===== src/rtl/axi_cdc_isolate_ctrl_pkg.sv =====
// Shared types for the AXI CDC isolation sequencer: FSM state encoding,
// channel indices for the per-channel transaction counters, and the
// counter width helper.
package axi_cdc_iso_pkg;

    typedef enum logic [1:0] {
        RUN      = 2'd0,
        DRAIN    = 2'd1,
        ISOLATED = 2'd2
    } iso_state_e;

    // Outstanding-transaction counters are kept as a small channel array.
    localparam int unsigned NumCh = 2;
    localparam int unsigned ChWr  = 0;
    localparam int unsigned ChRd  = 1;

    // Bits needed to hold 0..max_txns inclusive (the CntWidth value).
    function automatic int unsigned cnt_width(input int unsigned max_txns);
        return $clog2(max_txns + 1);
    endfunction

endpackage


===== src/rtl/axi_cdc_isolate_ctrl_if.sv =====
// Handshake bundle between the upstream master, the isolation sequencer and
// the CDC source half. The sequencer uses the slave view; whatever drives the
// upstream/CDC side (or a bench) uses the master view.
interface axi_cdc_isolate_ctrl_if;

    logic isolate_req_i;
    logic isolated_o;
    logic isolate_o;
    logic timeout_o;

    logic aw_valid_i;
    logic aw_ready_o;
    logic aw_valid_o;
    logic aw_ready_i;

    logic ar_valid_i;
    logic ar_ready_o;
    logic ar_valid_o;
    logic ar_ready_i;

    logic w_valid_i;
    logic w_ready_i;
    logic w_last_i;
    logic b_valid_i;
    logic b_ready_i;
    logic r_valid_i;
    logic r_ready_i;
    logic r_last_i;

    modport master (
        output isolate_req_i,
        output aw_valid_i, aw_ready_i, ar_valid_i, ar_ready_i,
        output w_valid_i, w_ready_i, w_last_i,
        output b_valid_i, b_ready_i,
        output r_valid_i, r_ready_i, r_last_i,
        input  isolated_o, isolate_o, timeout_o,
        input  aw_ready_o, aw_valid_o, ar_ready_o, ar_valid_o
    );

    modport slave (
        input  isolate_req_i,
        input  aw_valid_i, aw_ready_i, ar_valid_i, ar_ready_i,
        input  w_valid_i, w_ready_i, w_last_i,
        input  b_valid_i, b_ready_i,
        input  r_valid_i, r_ready_i, r_last_i,
        output isolated_o, isolate_o, timeout_o,
        output aw_ready_o, aw_valid_o, ar_ready_o, ar_valid_o
    );

endinterface


===== src/rtl/axi_cdc_txn_counter.sv =====
// Up/down transaction counter. Unsigned flavour tracks outstanding AW/AR
// bursts and holds at zero on an unmatched decrement (a protocol error that
// is flagged in simulation). Signed flavour tracks the AW-vs-W-last balance,
// where negative values mean W data ran ahead of its address.
module axi_cdc_txn_counter #(
    parameter int unsigned Width    = 4,
    parameter int unsigned MaxVal   = 8,
    parameter bit          IsSigned = 1'b0
) (
    input  logic             clk,
    input  logic             rst_n,
    input  logic             clr,
    input  logic             inc,
    input  logic             dec,
    output logic [Width-1:0] count,
    output logic             full,
    output logic             empty
);

    logic [Width-1:0] cnt_q;
    logic             underflow;

    assign underflow = !IsSigned && dec && !inc && (cnt_q == '0);

    // Count up/down; a simultaneous inc and dec cancel, an underflow holds.
    always_ff @(posedge clk) begin
        if (!rst_n || clr) begin
            cnt_q <= '0;
        end else if (inc && !dec) begin
            cnt_q <= cnt_q + Width'(1);
        end else if (dec && !inc && !underflow) begin
            cnt_q <= cnt_q - Width'(1);
        end
    end

    assign count = cnt_q;
    assign full  = (cnt_q == Width'(MaxVal));
    assign empty = (cnt_q == '0);

    // A response with nothing outstanding means the upstream protocol broke.
    assert property (@(posedge clk) disable iff (!rst_n) !underflow);

endmodule


===== src/rtl/axi_cdc_isolate_ctrl.sv =====
// Isolation sequencer for the source side of the AXI CDC. On an isolation
// request it closes AW/AR, waits for every outstanding write/read (and any
// stray W data) to finish, then raises isolate_o. Dropping the request
// returns straight to RUN.
// Optional feature macro: AXI_CDC_ISO_CTRL_TIMEOUT_EN adds a drain timer that
// forces isolation after TimeoutCycles in DRAIN and latches timeout_o.
module axi_cdc_isolate_ctrl
    import axi_cdc_iso_pkg::*;
#(
    parameter int unsigned MaxTxns       = 8,
    parameter int unsigned TimeoutCycles = 1024
) (
    input logic                   src_clk_i,
    input logic                   src_rst_ni,
    axi_cdc_isolate_ctrl_if.slave bus
);

    localparam int unsigned CntWidth = cnt_width(MaxTxns);

    iso_state_e                          state_q;
    logic                                iso_q;
    logic                                w_open_q;
    logic [NumCh-1:0]                    ch_open, ch_inc, ch_dec, ch_full, ch_empty;
    logic [NumCh-1:0][CntWidth-1:0]      ch_cnt;
    logic [CntWidth:0]                   w_bal;
    logic                                w_full, w_empty;
    logic                                aw_hs, ar_hs, w_hs, b_hs, r_hs;
    logic                                drained, tmr_hit;

    // Gating comes from registered state only, so the request edge itself
    // never cuts an AW/AR that is already being handshaken.
    for (genvar c = 0; c < NumCh; c++) begin : g_open
        assign ch_open[c] = (state_q == RUN) && !ch_full[c];
    end

    assign bus.aw_valid_o = bus.aw_valid_i & ch_open[ChWr];
    assign bus.aw_ready_o = bus.aw_ready_i & ch_open[ChWr];
    assign bus.ar_valid_o = bus.ar_valid_i & ch_open[ChRd];
    assign bus.ar_ready_o = bus.ar_ready_i & ch_open[ChRd];

    assign aw_hs = bus.aw_valid_i & bus.aw_ready_i & ch_open[ChWr];
    assign ar_hs = bus.ar_valid_i & bus.ar_ready_i & ch_open[ChRd];
    assign w_hs  = bus.w_valid_i & bus.w_ready_i;
    assign b_hs  = bus.b_valid_i & bus.b_ready_i;
    assign r_hs  = bus.r_valid_i & bus.r_ready_i;

    assign ch_inc[ChWr] = aw_hs;
    assign ch_dec[ChWr] = b_hs;
    assign ch_inc[ChRd] = ar_hs;
    assign ch_dec[ChRd] = r_hs & bus.r_last_i;

    for (genvar c = 0; c < NumCh; c++) begin : g_cnt
        axi_cdc_txn_counter #(
            .Width   (CntWidth),
            .MaxVal  (MaxTxns),
            .IsSigned(1'b0)
        ) u_cnt (
            .clk  (src_clk_i),
            .rst_n(src_rst_ni),
            .clr  (1'b0),
            .inc  (ch_inc[c]),
            .dec  (ch_dec[c]),
            .count(ch_cnt[c]),
            .full (ch_full[c]),
            .empty(ch_empty[c])
        );

        assert property (@(posedge src_clk_i) disable iff (!src_rst_ni)
            ch_cnt[c] <= CntWidth'(MaxTxns));
    end

    // AW-vs-W-last balance; one extra bit so W may lead AW.
    axi_cdc_txn_counter #(
        .Width   (CntWidth + 1),
        .MaxVal  (MaxTxns),
        .IsSigned(1'b1)
    ) u_w_bal (
        .clk  (src_clk_i),
        .rst_n(src_rst_ni),
        .clr  (1'b0),
        .inc  (aw_hs),
        .dec  (w_hs & bus.w_last_i),
        .count(w_bal),
        .full (w_full),
        .empty(w_empty)
    );

    // W data can never lag by more addresses than may be outstanding.
    assert property (@(posedge src_clk_i) disable iff (!src_rst_ni)
        $signed(w_bal) <= $signed({1'b0, CntWidth'(MaxTxns)}));
    assert property (@(posedge src_clk_i) disable iff (!src_rst_ni) w_full |-> !aw_hs);
    assert property (@(posedge src_clk_i) MaxTxns >= 1 && TimeoutCycles >= 1);

    // Track a W burst that has started but not yet delivered its last beat.
    always_ff @(posedge src_clk_i) begin
        if (!src_rst_ni) begin
            w_open_q <= 1'b0;
        end else if (w_hs) begin
            w_open_q <= !bus.w_last_i;
        end
    end

    assign drained = (&ch_empty) && w_empty && !w_open_q;

`ifdef AXI_CDC_ISO_CTRL_TIMEOUT_EN
    localparam int unsigned TmrWidth = $clog2(TimeoutCycles + 1);

    logic [TmrWidth-1:0] tmr_q;
    logic                tmo_q;

    // Hit one early so exactly TimeoutCycles cycles are spent in DRAIN.
    assign tmr_hit = (tmr_q == TmrWidth'(TimeoutCycles - 1));

    // Drain timer: held at zero outside DRAIN so every entry starts fresh.
    always_ff @(posedge src_clk_i) begin
        if (!src_rst_ni || state_q != DRAIN) begin
            tmr_q <= '0;
        end else begin
            tmr_q <= tmr_q + TmrWidth'(1);
        end
    end

    // Sticky flag, set only when the timer rather than the drain ends DRAIN.
    always_ff @(posedge src_clk_i) begin
        if (!src_rst_ni) begin
            tmo_q <= 1'b0;
        end else if (state_q == DRAIN && bus.isolate_req_i && !drained && tmr_hit) begin
            tmo_q <= 1'b1;
        end
    end

    assign bus.timeout_o = tmo_q;
`else
    assign tmr_hit       = 1'b0;
    assign bus.timeout_o = 1'b0;
`endif

    // Sequencer: release beats drain/timeout; isolation output moves with state.
    always_ff @(posedge src_clk_i) begin
        if (!src_rst_ni) begin
            state_q <= RUN;
            iso_q   <= 1'b0;
        end else begin
            case (state_q)
                RUN: begin
                    if (bus.isolate_req_i) state_q <= DRAIN;
                end
                DRAIN: begin
                    if (!bus.isolate_req_i) begin
                        state_q <= RUN;
                    end else if (drained || tmr_hit) begin
                        state_q <= ISOLATED;
                        iso_q   <= 1'b1;
                    end
                end
                ISOLATED: begin
                    if (!bus.isolate_req_i) begin
                        state_q <= RUN;
                        iso_q   <= 1'b0;
                    end
                end
                default: begin
                    state_q <= RUN;
                    iso_q   <= 1'b0;
                end
            endcase
        end
    end

    assign bus.isolate_o  = iso_q;
    assign bus.isolated_o = iso_q;

endmodule


===== src/flat_wrapper.sv =====
// flat-port wrapper written by rule: the top's interface ports become plain ports
module axi_cdc_isolate_ctrl_flat import axi_cdc_iso_pkg::*;
#(
    parameter int unsigned MaxTxns       = 8,
    parameter int unsigned TimeoutCycles = 1024
)
  (src_clk_i, src_rst_ni, bus_isolate_req_i, bus_aw_valid_i, bus_aw_ready_i, bus_ar_valid_i, bus_ar_ready_i, bus_w_valid_i, bus_w_ready_i, bus_w_last_i, bus_b_valid_i, bus_b_ready_i, bus_r_valid_i, bus_r_ready_i, bus_r_last_i, bus_isolated_o, bus_isolate_o, bus_timeout_o, bus_aw_ready_o, bus_aw_valid_o, bus_ar_ready_o, bus_ar_valid_o);
  axi_cdc_isolate_ctrl_if bus_i ();
  input logic src_clk_i;
  input logic src_rst_ni;
  input wire logic [$bits(bus_i.isolate_req_i)-1:0] bus_isolate_req_i;
  input wire logic [$bits(bus_i.aw_valid_i)-1:0] bus_aw_valid_i;
  input wire logic [$bits(bus_i.aw_ready_i)-1:0] bus_aw_ready_i;
  input wire logic [$bits(bus_i.ar_valid_i)-1:0] bus_ar_valid_i;
  input wire logic [$bits(bus_i.ar_ready_i)-1:0] bus_ar_ready_i;
  input wire logic [$bits(bus_i.w_valid_i)-1:0] bus_w_valid_i;
  input wire logic [$bits(bus_i.w_ready_i)-1:0] bus_w_ready_i;
  input wire logic [$bits(bus_i.w_last_i)-1:0] bus_w_last_i;
  input wire logic [$bits(bus_i.b_valid_i)-1:0] bus_b_valid_i;
  input wire logic [$bits(bus_i.b_ready_i)-1:0] bus_b_ready_i;
  input wire logic [$bits(bus_i.r_valid_i)-1:0] bus_r_valid_i;
  input wire logic [$bits(bus_i.r_ready_i)-1:0] bus_r_ready_i;
  input wire logic [$bits(bus_i.r_last_i)-1:0] bus_r_last_i;
  output wire logic [$bits(bus_i.isolated_o)-1:0] bus_isolated_o;
  output wire logic [$bits(bus_i.isolate_o)-1:0] bus_isolate_o;
  output wire logic [$bits(bus_i.timeout_o)-1:0] bus_timeout_o;
  output wire logic [$bits(bus_i.aw_ready_o)-1:0] bus_aw_ready_o;
  output wire logic [$bits(bus_i.aw_valid_o)-1:0] bus_aw_valid_o;
  output wire logic [$bits(bus_i.ar_ready_o)-1:0] bus_ar_ready_o;
  output wire logic [$bits(bus_i.ar_valid_o)-1:0] bus_ar_valid_o;
  assign bus_i.isolate_req_i = bus_isolate_req_i;
  assign bus_i.aw_valid_i = bus_aw_valid_i;
  assign bus_i.aw_ready_i = bus_aw_ready_i;
  assign bus_i.ar_valid_i = bus_ar_valid_i;
  assign bus_i.ar_ready_i = bus_ar_ready_i;
  assign bus_i.w_valid_i = bus_w_valid_i;
  assign bus_i.w_ready_i = bus_w_ready_i;
  assign bus_i.w_last_i = bus_w_last_i;
  assign bus_i.b_valid_i = bus_b_valid_i;
  assign bus_i.b_ready_i = bus_b_ready_i;
  assign bus_i.r_valid_i = bus_r_valid_i;
  assign bus_i.r_ready_i = bus_r_ready_i;
  assign bus_i.r_last_i = bus_r_last_i;
  assign bus_isolated_o = bus_i.isolated_o;
  assign bus_isolate_o = bus_i.isolate_o;
  assign bus_timeout_o = bus_i.timeout_o;
  assign bus_aw_ready_o = bus_i.aw_ready_o;
  assign bus_aw_valid_o = bus_i.aw_valid_o;
  assign bus_ar_ready_o = bus_i.ar_ready_o;
  assign bus_ar_valid_o = bus_i.ar_valid_o;
  axi_cdc_isolate_ctrl #(.MaxTxns(MaxTxns), .TimeoutCycles(TimeoutCycles)) u_core (.src_clk_i(src_clk_i), .src_rst_ni(src_rst_ni), .bus(bus_i));
endmodule

===== config.mk =====
export PLATFORM = sky130hd
export DESIGN_NAME = axi_cdc_isolate_ctrl_flat
export DESIGN_NICKNAME = d
export VERILOG_FILES = /design/src/rtl/axi_cdc_isolate_ctrl_pkg.sv /design/src/rtl/axi_cdc_isolate_ctrl_if.sv /design/src/rtl/axi_cdc_txn_counter.sv /design/src/rtl/axi_cdc_isolate_ctrl.sv /design/src/flat_wrapper.sv
export SDC_FILE = /design/constraint.sdc
export NUM_CORES = 1
export LEC_CHECK = 0
export BUFFER_PORTS_ARGS = -buffer_cell sky130_fd_sc_hd__buf_4
export CORE_ASPECT_RATIO = 0.9
export CORE_UTILIZATION = 40
export DETAILED_ROUTE_END_ITERATION = 6
export MAX_ROUTING_LAYER = met4
export PLACE_DENSITY_LB_ADDON = 0.2
export REMOVE_ABC_BUFFERS = 1
export SLEW_MARGIN = 20
export SYNTH_ARGS = -nofsm -noshare
export SYNTH_HDL_FRONTEND = slang
export SYNTH_SLANG_ARGS = --single-unit

===== constraint.sdc =====
create_clock -name src_clk_i -period 6.5 [get_ports src_clk_i]
set_input_delay 0.975 -clock src_clk_i [delete_from_list [all_inputs] [get_ports src_clk_i]]
set_output_delay 0.975 -clock src_clk_i [all_outputs]
set_load 0.005 [all_outputs]

Yosys cells after proc, flatten, opt, wreduce, memory -nomap -nowiden
Index checks and enable logic that the tools add are counted.
{"block": "word_totals", "inputBits": 15, "regBits": 17, "output_inout_bits": 7}
{"block": "op_classes", "reduce_logical": 35, "bitwise": 14, "muxes": 15, "eq_ne": 9, "add_sub_neg": 6}
{"cell": "4-bit 2-to-1 mux", "n": 4}
{"cell": "1-bit logical AND", "n": 14}
{"cell": "1-bit AND", "n": 13}
{"cell": "1-bit zero test", "n": 11}
{"cell": "5-bit 2-to-1 mux", "n": 2}
{"cell": "4-bit by 1-bit adder with 4-bit output, second input constant", "n": 2}
{"cell": "4-bit equality test, second input constant", "n": 2}
{"cell": "4-bit zero test", "n": 2}
{"cell": "2-bit 2-to-1 mux", "n": 4}
{"cell": "4-bit by 1-bit subtractor with 4-bit output, second input constant", "n": 2}
{"cell": "2-bit != test, second input constant", "n": 3}
{"cell": "2-bit case mux with 3 select lines", "n": 1}
{"cell": "2-bit nonzero test", "n": 3}
{"cell": "5-bit by 1-bit adder with 5-bit output, second input constant", "n": 1}
{"cell": "5-bit zero test", "n": 1}
{"cell": "5-bit by 1-bit subtractor with 5-bit output, second input constant", "n": 1}
{"cell": "4-bit AND reduction", "n": 1}
{"cell": "1-bit 2-to-1 mux", "n": 3}
{"cell": "3-bit by 2-bit != test with 1-bit output, second input constant", "n": 1}
{"cell": "1-bit case mux with 3 select lines", "n": 1}
{"cell": "3-bit AND reduction", "n": 1}
{"cell": "2-bit by 1-bit equality test with 1-bit output, second input constant", "n": 1}
{"cell": "2-bit equality test, second input constant", "n": 1}
{"cell": "2-bit zero test", "n": 1}
{"cell": "other kinds (3)", "n": 3}

Logic depth before layout (Yosys ltp)
Gate-level depths: netlist (run 1).
{"block": "logic_depth", "word_depth": 11, "ltp_mapped": 9, "depth_no_buf": 9}

Modules after synthesis
From an unflattened synthesis (run 1), not the netlist that was laid out.
{"block": "hier_totals", "cells_unflattened": 134, "hier_area_um2": 1214.9}
{"module": "axi_cdc_txn_counter (u_core.g_cnt[0].u_cnt ...)", "area_each_um2": 297.8, "cells_each": 30, "n_inst": 2}
{"module": "axi_cdc_txn_counter (u_core.u_w_bal)", "area_each_um2": 367.9, "cells_each": 43, "n_inst": 1}
{"module": "axi_cdc_isolate_ctrl", "area_each_um2": 251.5, "cells_each": 31, "n_inst": 1}

Least setup slack after synthesis (run 1)
OpenSTA, ideal clock, no wires.
{"block": "synth_path", "path_kind": "input port to flip-flop", "startpoint": "input port bus_ar_valid_i", "endpoint": "register u_core.g_cnt[1].u_cnt.cnt_q[3]", "path_slack_ns": 3.695, "path_buffers": 0, "arrival_ns": 2.664, "stages": 7, "cell_sequence": "and4bb_2 > nand3_1 > ha_1 > a21o_1 > a2111oi_0 > mux2i_1 > o311ai_0"}
{"block": "synth_via", "elab_chain_cells": 8, "elab_cells_between_ends": 10}
{"item": "from (decl)", "line": "flat_wrapper.sv:14", "text": "input wire logic [$bits(bus_i.ar_valid_i)-1:0] bus_ar_valid_i;"}
{"item": "1-bit AND * (2 in series)", "line": "axi_cdc_isolate_ctrl.sv:42", "text": "assign ar_hs = bus.ar_valid_i & bus.ar_ready_i & ch_open[ChRd];"}
{"item": "1-bit zero test", "line": "axi_cdc_txn_counter.sv:23, axi_cdc_txn_counter.sv:31"}
{"item": "1-bit logical AND", "line": "axi_cdc_txn_counter.sv:23, axi_cdc_txn_counter.sv:31"}
{"item": "1-bit logical AND", "line": "axi_cdc_txn_counter.sv:23", "text": "assign underflow = !IsSigned && dec && !inc && (cnt_q == '0);"}
{"item": "1-bit zero test", "line": "axi_cdc_txn_counter.sv:31", "text": "end else if (dec && !inc && !underflow) begin"}
{"item": "1-bit logical AND", "line": "axi_cdc_txn_counter.sv:31"}
{"item": "2-bit nonzero test (no line)"}
{"item": "to (signal assigned)", "line": "axi_cdc_txn_counter.sv:30", "text": "cnt_q <= cnt_q + Width'(1);"}
{"item": "to (signal assigned)", "line": "axi_cdc_txn_counter.sv:32", "text": "cnt_q <= cnt_q - Width'(1);"}
{"item": "to (decl)", "line": "axi_cdc_txn_counter.sv:20", "text": "logic [Width-1:0] cnt_q;"}
Every way passes the cells marked *; elsewhere a longest branch is shown, timed or not.
A chain may end at the register's enable or synchronous reset.

Worst setup path after layout (run 1)
Same ends and word-level chain as after synthesis.

==> impl_results.md, run 1 <==
- Sw Share: between 30% and 40%
- Clock sink total: 17
- Antenna Nets Post-Route: 0
- Slowest stage cell on the critical path: a2111oi_0
- Worst Path Max Fanout: 5
- Switch Pwr: about 0.00013 W
- CP Buf/Inv Count: 1
- Dominant synthesized flop cell: dfxtp_1
- Met1 Use GR: about a fifth
- Routed len/inst: around 12 um
- Pwr per Cell Area: ~240 nW/um2
- Worst endpoint data arrival time: around 2900 ps
- Commonest non-fill, non-tap cell in the layout: buf_4
- CTS tree: built
- Core area: around 2800 um2
- Port Buffer Count: 20
- Sequential share of power: between 40% and 50%
- CP startpoint: bus_ar_valid_i
- Synth-to-Final Area Change: 15.4%
- Clock transition at path regs: 120 ps
- P_int: approximately 0.00022 W
- Worst-case reg-to-reg path depth: 7
- Max incr delay on CP: between 500 and 600 ps
- Clk network pwr share: between 15 and 20%
- CP endpoint kind: flop
- Register area share after synthesis: 27.5%
- Filler Cells Inserted: roughly 290
- Hold Startpoint: u_core.u_w_bal.count[4]$_SDFFE_PN0P_
- Post-synthesis cell area: about 1200 um2
- Final Net Count: around 190
- GRT Total Usage: roughly 17%
- Resize count post-CTS: 0
- Fin util: 50.4%
- Register area: approximately 340 um2
- Post-synth EDFFs: 0
- #FFs+latches synth: 17
- R2R Path End: u_core.g_cnt[1].u_cnt.count[3]$_SDFFE_PN0P_
- Max VDD drop: between 0.1 and 0.15 mV
- Max Clk Rate: around 360 MHz
- Total Wirelength: approximately 2.4 mm
- Setup bufs post-CTS: 0
- Max-slew headroom: between 50% and 60%
- RSZ-0062 raised after global routing: no
- Worst r2r src: u_core.g_cnt[1].u_cnt.count[0]$_SDFFE_PN0P_
- WS Path Type: in -> reg
- # hold bufs at CTS: 0
- Layout cells sized above 1: slightly below 20%
- Root buffer cell: clkbuf_4
- FF-to-FF setup slack: 3840 ps
- Most used routing layer: met2
- Met3 GRT Util: approximately 5.7%
- Final min period: about 2700 ps
- Worst hold path type: reg -> reg
- Fin. Hold Viols: 0
- Die height: 54.8 um
- Die area: about 3300 um2
- Final TNS setup: 0 ps
- Grt met2 use: approximately 28%
- Asr flop ratio synth: 0%
- Levels on crit path: 8
- Slew at the pin closest to its max-slew limit: approximately 630 ps
- Max-Cap Viols: 0
- Die Wd: 60.7 um
- Largest net degree at the start of global routing: 26
- Leakage power total: 0.595 nW
- GPL Wtd Cong: 0.802
- Initial Util: between 40% and 50%
- DRT iter0 DRCs: 43
- Min Hold Slack: 488 ps
- Overflow after GRT: 0
- Post-route clock skew: around 11 ps
- Cell variety after synth: 42
- CP delay by family, top: compound AO/OA/AOI/OAI gates
- ANT cells: 0
- Clk_lat worst skew: around 300 ps
- Post-DP HPWL: approximately 1.9 mm
- Drt via density: around 5.3
- Hold Path End: u_core.u_w_bal.count[4]$_SDFFE_PN0P_
- Htree depth: 1
- DRC violations left: 0
- Comb pwr share: between 40% and 50%
- Final period utilization: between 40% and 50%
- Area of the multi-input gates: 842 um2
- Vias after detailed routing: between 1,000 and 1,500
- TritonCTS Buffers: 3
- YS warnings: 0
- Critical path required time: roughly 6700 ps
- Synth Instances: 140
- Io pins: 22
- Status: complete, no violations
- CTS Buffer Depth: 2
- # rows: 18
- Hold Path Stages: 2
- Syn_area_per_cell: a little under 9 um2
- CP cell instances: buf_4 > and4bb_2 > nand3_1 > ha_1 > a21o_1 > a2111oi_0 > mux2i_1 > o311ai_0
- Number of global-route vias before repair: ~950
- Antenna violations before repair: 0
- Crit start category: input pin
- Final setup vio count: 0
- First drt pass iteration count: 4
- First-pass GRT wire length: between 3 and 4 mm
- Commonest cells after routing, fill and taps aside: buf_4, nand2_1, dfxtp_1, a21oi_1, ha_1
- Max-slew violations: 0
[sequential cells by signal, summed over array words and instances (netlist names)]
register,cells
u_core.state_q,2
u_core.g_cnt.u_cnt.count,8
u_core.bus.isolate_o,1
u_core.w_open_q,1
u_core.u_w_bal.count,5
[tightest hold or removal path, cell delays in order (launching register included)]
cell and delay, ps:
dfxtp_1 340, nand2_1 50, mux2i_1 60
[cell families after synthesis]
group / Yosys count / synth area share [%]
buffers and inverters: 11 / 4.55
and+or+nand+nor: 61 / 29.6
DFF: 17 / 27.5
muxes: 8 / 6.46
adders and majority gates: 12 / 13.9
AOI/OAI and AO/OA: 25 / 14.1
other: 1 / 0.303
xor gates and xnor gates: 5 / 3.54
[how the worst max path moves through the flow]
stage / to / slack (ps)
final: u_core.g_cnt[1].u_cnt.count[3]$_SDFFE_PN0P_ / 3750
after global routing: u_core.g_cnt[1].u_cnt.count[3]$_SDFFE_PN0P_ / 3530
after CTS: bus_ar_ready_o / 3750
after detailed placement: u_core.g_cnt[1].u_cnt.count[3]$_SDFFE_PN0P_ / 3440
after global placement: u_core.g_cnt[1].u_cnt.count[3]$_SDFFE_PN0P_ / 3490
after floorplan: u_core.g_cnt[1].u_cnt.count[3]$_SDFFE_PN0P_ / 3700
[power by group through the flow]
| stage | Sequential [W] | Combinational (W) | Clock [W] |
|---|---|---|---|
| after floorplan | 0.000138 | 0.000108 | 0 |
| after global placement | 0.000143 | 0.000137 | 0 |
| after detailed placement | 0.000144 | 0.000142 | 0 |
| after CTS | 0.000142 | 0.000143 | 0.0000629 |
| after global routing | 0.000146 | 0.000162 | 0.0000671 |
| final | 0.000142 | 0.000142 | 0.0000604 |
[per-layer routing]
metal | wire length, um | vias to the layer above
li1 | - | 536
met1 | 1220 | 484
met2 | 1090 | 21
met3 | 99 | 2
met4 | 20 | 0
met5 | 0 | -
[final cells by class]
class                           instances  share of cell area [%]
Sequential cell                        17                    23.8
Inverter                                5                    1.31
Multi-Input combinational cell        112                    58.9
Timing Repair Buffer                   20                    10.5
Clock buffer                            3                    1.58
Clock inverter                          1                   0.350
Tap cell                               40                    3.50
[metrics by stage]
step	total power, W	instances	area (um2)	worst slack (ps)
finish	0.000344	198	1430	3750
global route	0.000374	198	1430	3530
CTS	0.000348	198	1430	3750
detailed placement	0.000286	194	1400	3440
global placement	0.000280	194	1400	3490
floorplan	0.000246	134	1200	3700
[cells in the mapped netlist, types with 4 or more instances]
library cell | number | area share, %
and2_1 | 7 | 3.5
nand3_1 | 8 | 3.2
nor3b_1 | 4 | 2.4
a21oi_1 | 9 | 3.6
nand2_1 | 17 | 5.2
mux2i_1 | 8 | 6.5
inv_1 | 5 | 1.5
o21ai_0 | 4 | 1.6
ha_1 | 9 | 9.1
dfxtp_1 | 17 | 27
(Power assumes the default switching activity.)
==> run 2: changes to the inputs <==
==> constraint.sdc (replaced) <==
create_clock -name src_clk_i -period 2.8 [get_ports src_clk_i]
set_input_delay 0.42 -clock src_clk_i [delete_from_list [all_inputs] [get_ports src_clk_i]]
set_output_delay 0.42 -clock src_clk_i [all_outputs]
set_load 0.005 [all_outputs]
==> impl_results.md, run 2 (synthesized netlist as in run 1, its figures left out) <==
- Post-route clock skew: 11.4 ps (+0.145 ps)
- Fin. Hold Viols: 0 (unchanged)
- Initial Util: 43.7% (unchanged)
- Max-Cap Viols: 0 (unchanged)
- CP endpoint kind: flop
- Vias after detailed routing: 1,075 (+3.1%)
- FF-to-FF setup slack: 210 ps (-3630 ps)
- CTS tree: built
- Io pins: 22 (unchanged)
- Max-slew headroom: 50.7% (-6.8 points)
- First-pass GRT wire length: 4.28 mm (+8.6%)
- Commonest cells after routing, fill and taps aside: buf_4, nand2_1, dfxtp_1, ha_1
- Root buffer cell: clkbuf_4
- Worst-case reg-to-reg path depth: 8 (+1)
- Status: complete, no violations
- Overflow after GRT: 0 (unchanged)
- Leakage power total: 0.599 nW (+0.64%)
- Die height: 54.8 um (unchanged)
- GPL Wtd Cong: 0.776 (-3.3%)
- Drt via density: 5.40 (+2.6%)
- Worst r2r src: u_core.g_cnt[0].u_cnt.count[1]$_SDFFE_PN0P_
- Fin util: 50.9% (+0.57 points)
- Port Buffer Count: 20 (unchanged)
- Max Clk Rate: approximately 390 MHz
- Layout cells sized above 1: 20.8% (+1.1 points)
- Area of the multi-input gates: 852 um2 (+1.2%)
- Worst Path Max Fanout: 5 (unchanged)
- # hold bufs at CTS: 0 (unchanged)
- Final min period: between 2000 and 3000 ps
- Total Wirelength: 2.57 mm (+5.9%)
- R2R Path End: u_core.u_w_bal.count[4]$_SDFFE_PN0P_
- Clock transition at path regs: 110 ps (about the same)
- Antenna Nets Post-Route: 0 (unchanged)
- Worst hold path type: in -> reg
- Register area: 340 um2 (unchanged)
- CP endpoint: u_core.u_w_bal.count[4]$_SDFFE_PN0P_
- Crit start category: flop
- Final Net Count: 187 (+0.54%)
- Max VDD drop: 0.294 mV (+180%)
- Slew at the pin closest to its max-slew limit: 732 ps (+102 ps)
- Max FFs per register: 8 (unchanged)
- Filler Cells Inserted: 282 (-2.1%)
- Critical path required time: 3030 ps (-3660 ps)
- Largest net degree at the start of global routing: 26 (unchanged)
- Min Hold Slack: 387 ps (-101 ps)
- Final TNS setup: 0 ps (unchanged)
- CTS Buffer Depth: 2 (unchanged)
- Htree depth: 1 (unchanged)
- Worst endpoint data arrival time: 2820 ps (-110 ps)
- WS Path Type: reg -> reg
- Hold Startpoint: bus_isolate_req_i
- Die area: 3320 um2 (unchanged)
- GRT Total Usage: 18.3% (+1.5 points)
- ANT cells: 0 (unchanged)
- DRC violations left: 0 (unchanged)
- RSZ-0062 raised after global routing: no
- Antenna violations before repair: 0 (unchanged)
- Post-DP HPWL: 1.98 mm (+6.5%)
- Number of global-route vias before repair: 1,002 (+5.3%)
- TritonCTS Buffers: 3 (unchanged)
- # rows: 18 (unchanged)
- Synth-to-Final Area Change: 16.7%
- Final period utilization: about 90%
- Core area: 2840 um2 (unchanged)
- CP startpoint: u_core.g_cnt[0].u_cnt.count[1]$_SDFFE_PN0P_
- Commonest non-fill, non-tap cell in the layout: buf_4
- DRT iter0 DRCs: 51 (+19%)
- Clk_lat worst skew: 290 ps (about the same)
- First drt pass iteration count: 4 (unchanged)
- Final setup vio count: 0 (unchanged)
- Routed len/inst: 12.9 um (+5.4%)
- Die Wd: 60.7 um (unchanged)
- Pwr per Cell Area: 562 nW/um2 (+130%)
- Max-slew violations: 0 (unchanged)
- Clock sink total: 17 (unchanged)
==> run 2: cell types whose count changed in the layout (fill, tap and decap cells not counted) <==
cell,change
a21oi_1,-1
clkbuf_1,+1
buf_4,+1
a2111oi_0,-1
a2111oi_2,+1
clkinv_2,-1
a21oi_2,+1
==> run 2: stage by stage <==
stage	total power, W	setup slack [ps]	cells	area, um2
after global placement	0.000654	189	195	1410
after global routing	0.000884	46.6	199	1450
after CTS	0.000809	74.5	199	1440
final	0.000812	209	199	1450
after detailed placement	0.000673	124	195	1410
after floorplan	0.000572	360	134	1200
==> run 2: layout make-up <==
class / instances / share of cell area [%]
Tap cell: 40 / 3.46
Clock buffer: 4 / 1.82
Inverter: 5 / 1.30
Multi-Input combinational cell: 112 / 59.0
Sequential cell: 17 / 23.5
Timing Repair Buffer: 21 / 10.9
==> run 2: worst min-delay path by stage <==
stage / end / slack (ps) / cells past startpoint
global route: u_core.state_q[1]$_SDFFE_PN0P_ / 400 / 3
detailed placement: u_core.u_w_bal.count[4]$_SDFFE_PN0P_ / 480 / 2
CTS: u_core.state_q[1]$_SDFFE_PN0P_ / 380 / 3
floorplan: u_core.u_w_bal.count[4]$_SDFFE_PN0P_ / 440 / 2
finish: u_core.state_q[1]$_SDFFE_PN0P_ / 390 / 3
global placement: u_core.u_w_bal.count[4]$_SDFFE_PN0P_ / 450 / 2
==> run 2: critical path, cell delays in order (launching register included) <==
cell and delay [ps]:
dfxtp_1 380, or4b_4 580, and2_2 200, ha_1 230
fa_1 410, nand3b_1 200, a21o_1 170, a21oi_1 170
mux2i_1 210
==> run 2: power by group <==
part | internal, W | switching, W
registers | 0.000281 | 0.0000451
logic | 0.000175 | 0.000176
clock network | 0.0000554 | 0.0000793
total | 0.000512 | 0.000301
==> run 2: per-layer routing <==
layer  GRT usage [%]  share of wire (%)  vias to the layer above
li1                -                  -                      538
met1            20.7                 46                      511
met2            32.1                 49                       24
met3            4.96                4.1                        2
met4            4.55               0.74                        0
met5               -                  0                        -
==> run 2: what timing repair did <==
| action | in CTS | in global routing |
|---|---|---|
| buffers inserted | 0 | 0 |
| setup endpoints to repair | 0 | 2 |
| endpoints found under the hold margin | 0 | 0 |
| gates resized for setup | 0 | 3 |
